==> config.mk <==
export PLATFORM = sky130hd
export DESIGN_NAME = gcbp
export DESIGN_NICKNAME = d
export VERILOG_FILES = /design/src/rtl/gcbp_pkg.sv /design/src/rtl/gcbp_slot_rotator.sv /design/src/rtl/gcbp.sv
export SDC_FILE = /design/constraint.sdc
export NUM_CORES = 1
export LEC_CHECK = 0
export CORE_MARGIN = 3
export CORE_UTILIZATION = 35
export CTS_CLUSTER_DIAMETER = 60
export CTS_CLUSTER_SIZE = 16
export DETAILED_ROUTE_END_ITERATION = 8
export MAX_ROUTING_LAYER = met4
export SLEW_MARGIN = 20
export SYNTH_ARGS = -nofsm -noshare
export SYNTH_HDL_FRONTEND = slang
export SYNTH_SLANG_ARGS = --single-unit
==> constraint.sdc <==
create_clock -name i_clk -period 2.5 [get_ports i_clk]
set_clock_uncertainty 0.05 [all_clocks]
set_input_delay 0.5 -clock i_clk [delete_from_list [all_inputs] [get_ports i_clk]]
set_output_delay 0.5 -clock i_clk [all_outputs]
set_load 0.005 [all_outputs]
==> src/rtl/gcbp_pkg.sv <==
// Shared constants and helpers for the Gray-code bit-plane capture block.
package gcbp_pkg;

    localparam int WIN_SIZE  = 128;
    localparam int WIN_BITS  = 7;
    localparam int COL_W     = 11;
    localparam int BRAM_LANES = 16;

    localparam logic [1:0] SLOT_NEXT_RST = 2'd0;
    localparam logic [1:0] SLOT_CURR_RST = 2'd1;
    localparam logic [1:0] SLOT_PREV_RST = 2'd2;

    typedef struct packed {
        logic [8:0]            addr;
        logic [WIN_SIZE-1:0]   data;
        logic [BRAM_LANES-1:0] en;
    } bram_wr_t;

    function automatic logic [7:0] gray8(input logic [7:0] l);
        return l ^ (l >> 1);
    endfunction

endpackage

==> src/rtl/gcbp_slot_rotator.sv <==
// Three-slot frame buffer rotation: the slot being written becomes current,
// current becomes previous, and the oldest slot is recycled for writing.
module gcbp_slot_rotator
    import gcbp_pkg::*;
(
    input  logic       i_clk,
    input  logic       i_resetn,
    input  logic       i_rotate,
    output logic [1:0] o_next,
    output logic [1:0] o_curr,
    output logic [1:0] o_prev
);

    always_ff @(posedge i_clk or negedge i_resetn) begin
        if (!i_resetn) begin
            o_next <= SLOT_NEXT_RST;
            o_curr <= SLOT_CURR_RST;
            o_prev <= SLOT_PREV_RST;
        end else if (i_rotate) begin
            o_prev <= o_curr;
            o_curr <= o_next;
            o_next <= o_prev;
        end
    end

endmodule

==> src/rtl/gcbp.sv <==
// Captures one Gray-code bit plane of a 128x128 luma window and emits one
// 128-bit BRAM row write per fully captured window line.
module gcbp
    import gcbp_pkg::*;
#(
    parameter int ROW_START = 0,
    parameter int COL_START = 0,
    parameter int PLANE_BIT = 4
) (
    input  logic         i_clk,
    input  logic         i_resetn,
    input  logic [8:0]   i_luma_data,
    input  logic         i_new_line,
    input  logic         i_luma_data_valid,
    input  logic [8:0]   i_line_cnt,
    input  logic         i_new_frame,
    output logic [8:0]   o_bram_array_write_addr,
    output logic [127:0] o_bram_array_write_data,
    output logic [15:0]  o_bram_array_write_enable,
    output logic [1:0]   o_next_frame_loc,
    output logic [1:0]   o_curr_frame_loc,
    output logic [1:0]   o_prev_frame_loc
);

    localparam logic [11:0] COL_LO   = 12'(COL_START);
    localparam logic [11:0] COL_HI   = 12'(COL_START + WIN_SIZE);
    localparam logic [9:0]  ROW_LO   = 10'(ROW_START);
    localparam logic [9:0]  ROW_HI   = 10'(ROW_START + WIN_SIZE);
    localparam logic [8:0]  ROW_BASE = 9'(ROW_START);

    logic                  line_active;
    logic [COL_W-1:0]      col;
    logic [WIN_BITS-1:0]   cap_cnt;
    logic [WIN_SIZE-1:0]   shreg;
    bram_wr_t              wr;

    logic                  line_start;
    logic [COL_W-1:0]      col_eff;
    logic [COL_W-1:0]      col_inc;
    logic                  col_in_win;
    logic                  row_in_win;
    logic                  capture;
    logic                  last_pix;
    logic [7:0]            gray;
    logic                  pix;
    logic [WIN_BITS-1:0]   cnt_base;
    logic [WIN_SIZE-1:0]   shreg_base;
    logic [WIN_SIZE-1:0]   shreg_nxt;
    logic [WIN_BITS-1:0]   row_off;
    logic                  unused_luma_msb;

    assign unused_luma_msb = i_luma_data[8];

    // A valid sample coinciding with a line/frame start belongs to the new line as column 0.
    always_comb begin
        line_start = i_new_line | i_new_frame;
        col_eff    = line_start ? '0 : col;
        col_inc    = (col_eff == '1) ? col_eff : col_eff + 1'b1;
        col_in_win = ({1'b0, col_eff} >= COL_LO) && ({1'b0, col_eff} < COL_HI);
        row_in_win = ({1'b0, i_line_cnt} >= ROW_LO) && ({1'b0, i_line_cnt} < ROW_HI);
        capture    = i_luma_data_valid && (line_active || line_start) && col_in_win && row_in_win;
        gray       = gray8(i_luma_data[7:0]);
        pix        = gray[PLANE_BIT];
        cnt_base   = line_start ? '0 : cap_cnt;
        shreg_base = line_start ? '0 : shreg;
        shreg_nxt  = {shreg_base[WIN_SIZE-2:0], pix};
        last_pix   = capture && (cnt_base == '1);
        row_off    = WIN_BITS'(i_line_cnt - ROW_BASE);
    end

    always_ff @(posedge i_clk or negedge i_resetn) begin
        if (!i_resetn) begin
            line_active <= 1'b0;
            col         <= '0;
            cap_cnt     <= '0;
            shreg       <= '0;
            wr          <= '0;
        end else begin
            if (line_start)
                line_active <= 1'b1;

            if (i_luma_data_valid)
                col <= col_inc;
            else if (line_start)
                col <= '0;

            wr.en <= '0;
            if (capture) begin
                shreg   <= shreg_nxt;
                cap_cnt <= cnt_base + 1'b1;
                if (last_pix) begin
                    wr.addr <= {o_next_frame_loc, row_off};
                    wr.data <= shreg_nxt;
                    wr.en   <= '1;
                end
            end else if (line_start) begin
                // Discard any partial word from the previous line.
                shreg   <= '0;
                cap_cnt <= '0;
            end
        end
    end

    assign o_bram_array_write_addr   = wr.addr;
    assign o_bram_array_write_data   = wr.data;
    assign o_bram_array_write_enable = wr.en;

    gcbp_slot_rotator u_rot (
        .i_clk    (i_clk),
        .i_resetn (i_resetn),
        .i_rotate (i_new_frame),
        .o_next   (o_next_frame_loc),
        .o_curr   (o_curr_frame_loc),
        .o_prev   (o_prev_frame_loc)
    );

endmodule

# == Word-level counts from Yosys, hierarchy flattened ==
# Cells that the tools add are included.
# op_classes
addsub,2
magnitude_cmp,2
n_eq_ne,2
n_mux,9
n_bitwise,2
reduce_logical,6
# ops
operator,count
two-way mux 127 bit,2
two-way mux 11 bit,3
two-way mux 16 bit,2
two-way mux 7 bit,2
"adder 11 x 1 -> 11 bit, second input constant",1
"equality test 11 bit, second input constant",1
"less-than comparator 11 x 8 -> 1 bit, second input constant",1
"less-than comparator 9 x 8 -> 1 bit, second input constant",1
"adder 7 x 1 -> 7 bit, second input constant",1
"equality test 7 bit, second input constant",1
bitwise XOR 5 bit,1
logical AND 1 bit,4
AND reduction 2 bit,1
logical OR 1 bit,1
OR 1 bit,1
# totals
ff_bits,305
inputBits,23

# == Logic depth before layout (Yosys ltp) ==
# logic_depth
ltp_word,8
mapped_depth,10
depth_no_buf,7

# == By module ==
# From an unflattened synthesis, not the netlist that was laid out.
# unflattened
hier_cells,978
hier_area_um2,11410.9
# modules_own_cells
mod,n_inst,cells_each,area_per_inst_um2,seq_area_each_um2
gcbp,1,965,11157.0,7106.8
gcbp_slot_rotator,1,13,254.0,152.6

# == Least setup slack after synthesis ==
# OpenSTA, ideal clock, no wires.
# synth_timing
kind,in2reg
from,input port i_new_frame
to,"register wr, in the netlist o_bram_array_write_data[100]"
setup_time_ns,0.125
t_arrival_ns,2.559
required_ns,2.325
path_slack_ns,-0.234
stages,10
n_path_buf,4
path_cell_list,buf_2 nor2_1 clkbuf_1 and2_1 ha_1 nand2_1 nor4_4 buf_12 buf_12 mux2_4
# synth_between
elab_chain_len,7
# synth_rtl
item,line,rtl
start: declaration,gcbp.sv:16,"input logic i_new_frame,"
OR 1 bit *,gcbp.sv:56,line_start = i_new_line | i_new_frame;
two-way mux 11 bit / logical OR 1 bit (equally long branches),n/a,
less-than comparator 11 x 8 -> 1 bit / logical AND 1 bit (equally long branches),"gcbp.sv:59, gcbp.sv:61",
logical AND 1 bit (2 in a row),gcbp.sv:61,capture = i_luma_data_valid && (line_active || line_start) && col_in_win && row_in_win;
logical AND 1 bit,gcbp.sv:67,last_pix = capture && (cnt_base == '1);
AND reduction 2 bit (no source line),n/a,
end: declaration,gcbp.sv:35,bram_wr_t wr;
# Every way passes the cells marked *; elsewhere a longest branch is shown, timed or not.
# A chain may end at the register's enable or synchronous reset.

# == Worst setup path after layout ==
# layout_timing
from,register col[9]
to,"register wr, in the netlist o_bram_array_write_data[48]"
# layout_between
elab_chain_len,6
# layout_rtl
item,line,rtl
start: declaration,gcbp.sv:32,logic [COL_W-1:0] col;
start signal: assignment,gcbp.sv:83,col <= col_inc;
two-way mux 11 bit *,n/a,
less-than comparator 11 x 8 -> 1 bit *,gcbp.sv:59,"col_in_win = ({1'b0, col_eff} >= COL_LO) && ({1'b0, col_eff} < COL_HI);"
logical AND 1 bit * (2 in a row),gcbp.sv:61,
logical AND 1 bit,gcbp.sv:67,
AND reduction 2 bit (no source line) *,n/a,
# Marked as above.

==> key figures <==
Outcome
  – Outcome: complete, no violations

Route
  – Ratio of routed vias to standard cells: 4.696
  – Antenna-violating nets left: 0
  – Via count of the routed design: between 7000 and 8000
  – Number of remaining DRC errors: 0
  – Number of detailed-routing iterations run before antenna repair: 4
  – Detailed Route WL: 24.91 mm
  – Starting DRC count in detailed routing: 283
  – Wire length per cell after detailed routing: 15.37 µm

CTS
  – Clock transition at path regs: ~0.080 ns
  – Number of buffers added by the clock tree synthesis step: 26
  – Clock tree root driver cell: clkbuf_16
  – Worst-case clock buffer depth: 3
  – Clock tree from TritonCTS: yes
  – Buffers inserted by post-CTS timing repair: 0
  – Clock network latency to the later pin of the worst-skew pair: 0.53 ns
  – Clock sink count: 290
  – H-Tree Depth: 1

Layout
  – Number of nets at the end of the flow: 1177
  – Leading cell types in the layout, fill and taps excluded: 288 x dfrtp_1, 270 x nand2_1, 173 x clkdlybuf4s50_1, 131 x a21oi_1, 129 x mux2_4
  – Layout cells sized above 1: 0.2133
  – Final Core Density: 0.4525
  – Commonest non-fill, non-tap cell in the layout: dfrtp_1
  – Layout Area Growth over Synthesis: 25.98%
  – Layout Cells excl Fill: 1620
  – Antenna cell count: 0

GRT
  – Global router's overall resource usage: 0.1406
  – Wire length of the first global-routing pass: 41.88 mm
  – Initial antenna violation count: 0
  – Remaining Overflow, GRT: 0
  – Vias in the first global route: 7856
  – Pin count of the biggest net entering global routing: roughly 70

Worst hold path
  – Critical hold path startpoint: col[6]
  – Type of the worst min-delay path: reg -> reg

Setup path
  – Worst Setup EP: o_bram_array_write_data[48]
  – Number of stages on the worst setup path: 6
  – Reg2Reg Launch Point: col[9]
  – Critical path capture point type: register
  – Worst-path cell with the longest stage delay: dfrtp_1
  – FF-to-FF path depth: 6
  – Stage delay of the slowest cell on the critical path: ~0.44 ns
  – Slack of the worst reg-to-reg path: 0.17 ns
  – Crit path kind: reg -> reg
  – Highest net fanout along the worst path: 17
  – Cell occurring most often along the worst timing path: nor4_4
  – Top Family by Delay on Critical Path: simple AND/OR/NAND/NOR gates
  – Critical Path AT: around 2.7 ns
  – Required arrival time at the worst endpoint: 2.87 ns
  – Crit path launch: col[9]
  – Cell chain of the critical path: nor4_4 > o2111ai_4 > nor4_4 > buf_4 > buf_12 > mux2_4
  – Capturing point of the worst reg2reg path: o_bram_array_write_data[48]
  – Critical path buffer and inverter count: 2
  – Nature of the critical path startpoint: register

Synth
  – Post-Syn Instances: 975
  – Average instance area after synthesis: 12.48 µm²
  – Mapped Nets: 1000
  – Number of synthesized flops with an enable pin: 0
  – Flop and latch count out of synthesis: 290
  – Number of unique standard cell types used by synthesis: 43
  – Area share of the largest cell type after synthesis: 0.5925
  – Synthesized cell area: 12160 µm²
  – Predominant post-synthesis flop cell: dfrtp_1
  – Cells taking the most area after synthesis: dfrtp_1 59%, mux2_4 16%, nand2_1 8.3%, a21oi_1 5.4%, buf_12 2.3%
  – Part of the Yosys area used for sequential elements: 0.5968
  – Number of synthesis warnings: 0
  – Proportion of synthesized flip-flops having asynchronous set or reset: 1.000
  – Cell accounting for the most synthesized area: dfrtp_1

STA
  – Slew at the pin closest to its max-slew limit: 0.6171 ns
  – Achievable clock frequency: between 0.4 and 0.5 GHz
  – Number of hold-slack violations in the final timing report: 0
  – Count of final setup violators: 0
  – Relative slew slack: 0.5886
  – Share of the clock period used by the worst path after layout: 0.9329
  – Unrepaired setup endpoints after global routing: false
  – Slew Viols, Final: 0
  – Post-layout minimum cycle time: 2.332 ns

Floorplan
  – Die Ht: 192.4 µm
  – Horiz. Die Dim: 192.4 µm
  – Ports placed on the boundary: around 180
  – Die Area: 37030 µm²
  – Site Rows: 67
  – Core region area: about 34000 µm²
  – Effective utilization at floorplan: 0.3592

Power
  – Power density normalized to cell area: ~590 nW/µm²
  – Standby leakage power: 0.006610 µW
  – Max VDD drop: 457.3 µV

Place
  – Half-perimeter wire length after detailed placement: 15.88 mm
  – Total of buffers placed on input and output ports: 174
  – Placed Cells: 1571
  – Final Wtd Congestion: 0.7277

Run
  – Number of max-capacitance violations reported: 0
==> synthesized netlist by cell type (3+ instances only) <==
cell type    n
o21ai_0      4
and2_1       4
a31oi_1      3
nand3_1      4
mux2_4     129
buf_4       23
mux2_2      14
nand2_1    270
dfrtp_1    288
buf_12      14
buf_2       14
a21oi_1    131
xor2_1       3
or3_1        3
clkbuf_1    23
nand4_1      3
nor2_1       6
xnor2_1      3
==> worst min path at each step <==
stage	cells after the start	to
2_1_floorplan	0	cap_cnt[0]
3_3_place_gp	1	col[6]
3_5_place_dp	1	col[6]
4_1_cts	2	shreg[104]
5_1_grt	2	shreg[104]
6_report	1	col[6]
==> metal layers <==
metal,up-vias,track usage,part of all wire
met3,28,0.02797,0.053
li1,3622,-,-
met1,3806,0.1961,0.49
met2,151,0.2165,0.45
met4,0,0.02578,0.013
met5,-,-,0
==> what timing repair did <==
action | CTS | global route
setup endpoints to repair | 0 | 1
hold endpoints to repair | 50 | 0
hold buffers | 1 | 0
resized for setup | 0 | 1
==> flip-flops by register name (all words and copies together), names as in the netlist <==
signal	count
cap_cnt	7
col	11
o_bram_array_write_enable	1
u_rot.o_next	2
u_rot.o_curr	2
line_active	1
o_bram_array_write_addr	9
u_rot.o_prev	2
o_bram_array_write_data	128
shreg	127
==> final cells by class <==
type	count	area [µm²]
Timing Repair Buffer	225	2323
Tap cell	448	560.5
Clock inverter	12	150.1
Fill cell	3140	18540
Clock buffer	36	729.5
Multi-Input combinational cell	608	4298
Sequential cell	290	7259
Inverter	1	3.754
==> cells by family (layout without fill, tap and decap cells) <==
kind of cell / after synthesis / in the layout / synth area share
multiplexers: 145 / 145 / 0.1738
AO/OA/AOI/OAI: 149 / 149 / 0.06655
adder cells (fa/ha/maj): 2 / 2 / 0.002057
XOR/XNOR: 6 / 6 / 0.004321
AND/OR/NAND/NOR: 306 / 306 / 0.1048
flip-flops: 290 / 290 / 0.5968
buffers and inverters: 77 / 274 / 0.05164
==> power by group <==
part           switching (µW)  internal (µW)  leakage, µW  total [µW]
logic                     208           76.7      0.00215         285
registers                2.34           4690      0.00403        4700
clock network            1820           2290     0.000427        4110
==> metrics by stage <==
stage	cell area (µm²)	total power, µW	TNS [ns]	worst slack, ns	hold WS [ns]
after CTS	15320	9261	0	0.1238	0.4265
after global placement	14430	5082	-39.62	-0.3216	0.4124
after global routing	15320	9476	0	0.01467	0.4542
after detailed placement	14430	5083	-49.01	-0.3864	0.4133
final	15320	9087	0	0.1678	0.4305
after floorplan	12180	4885	0	0.004459	0.1544
Note: power is estimated with default switching activity, not from simulation.
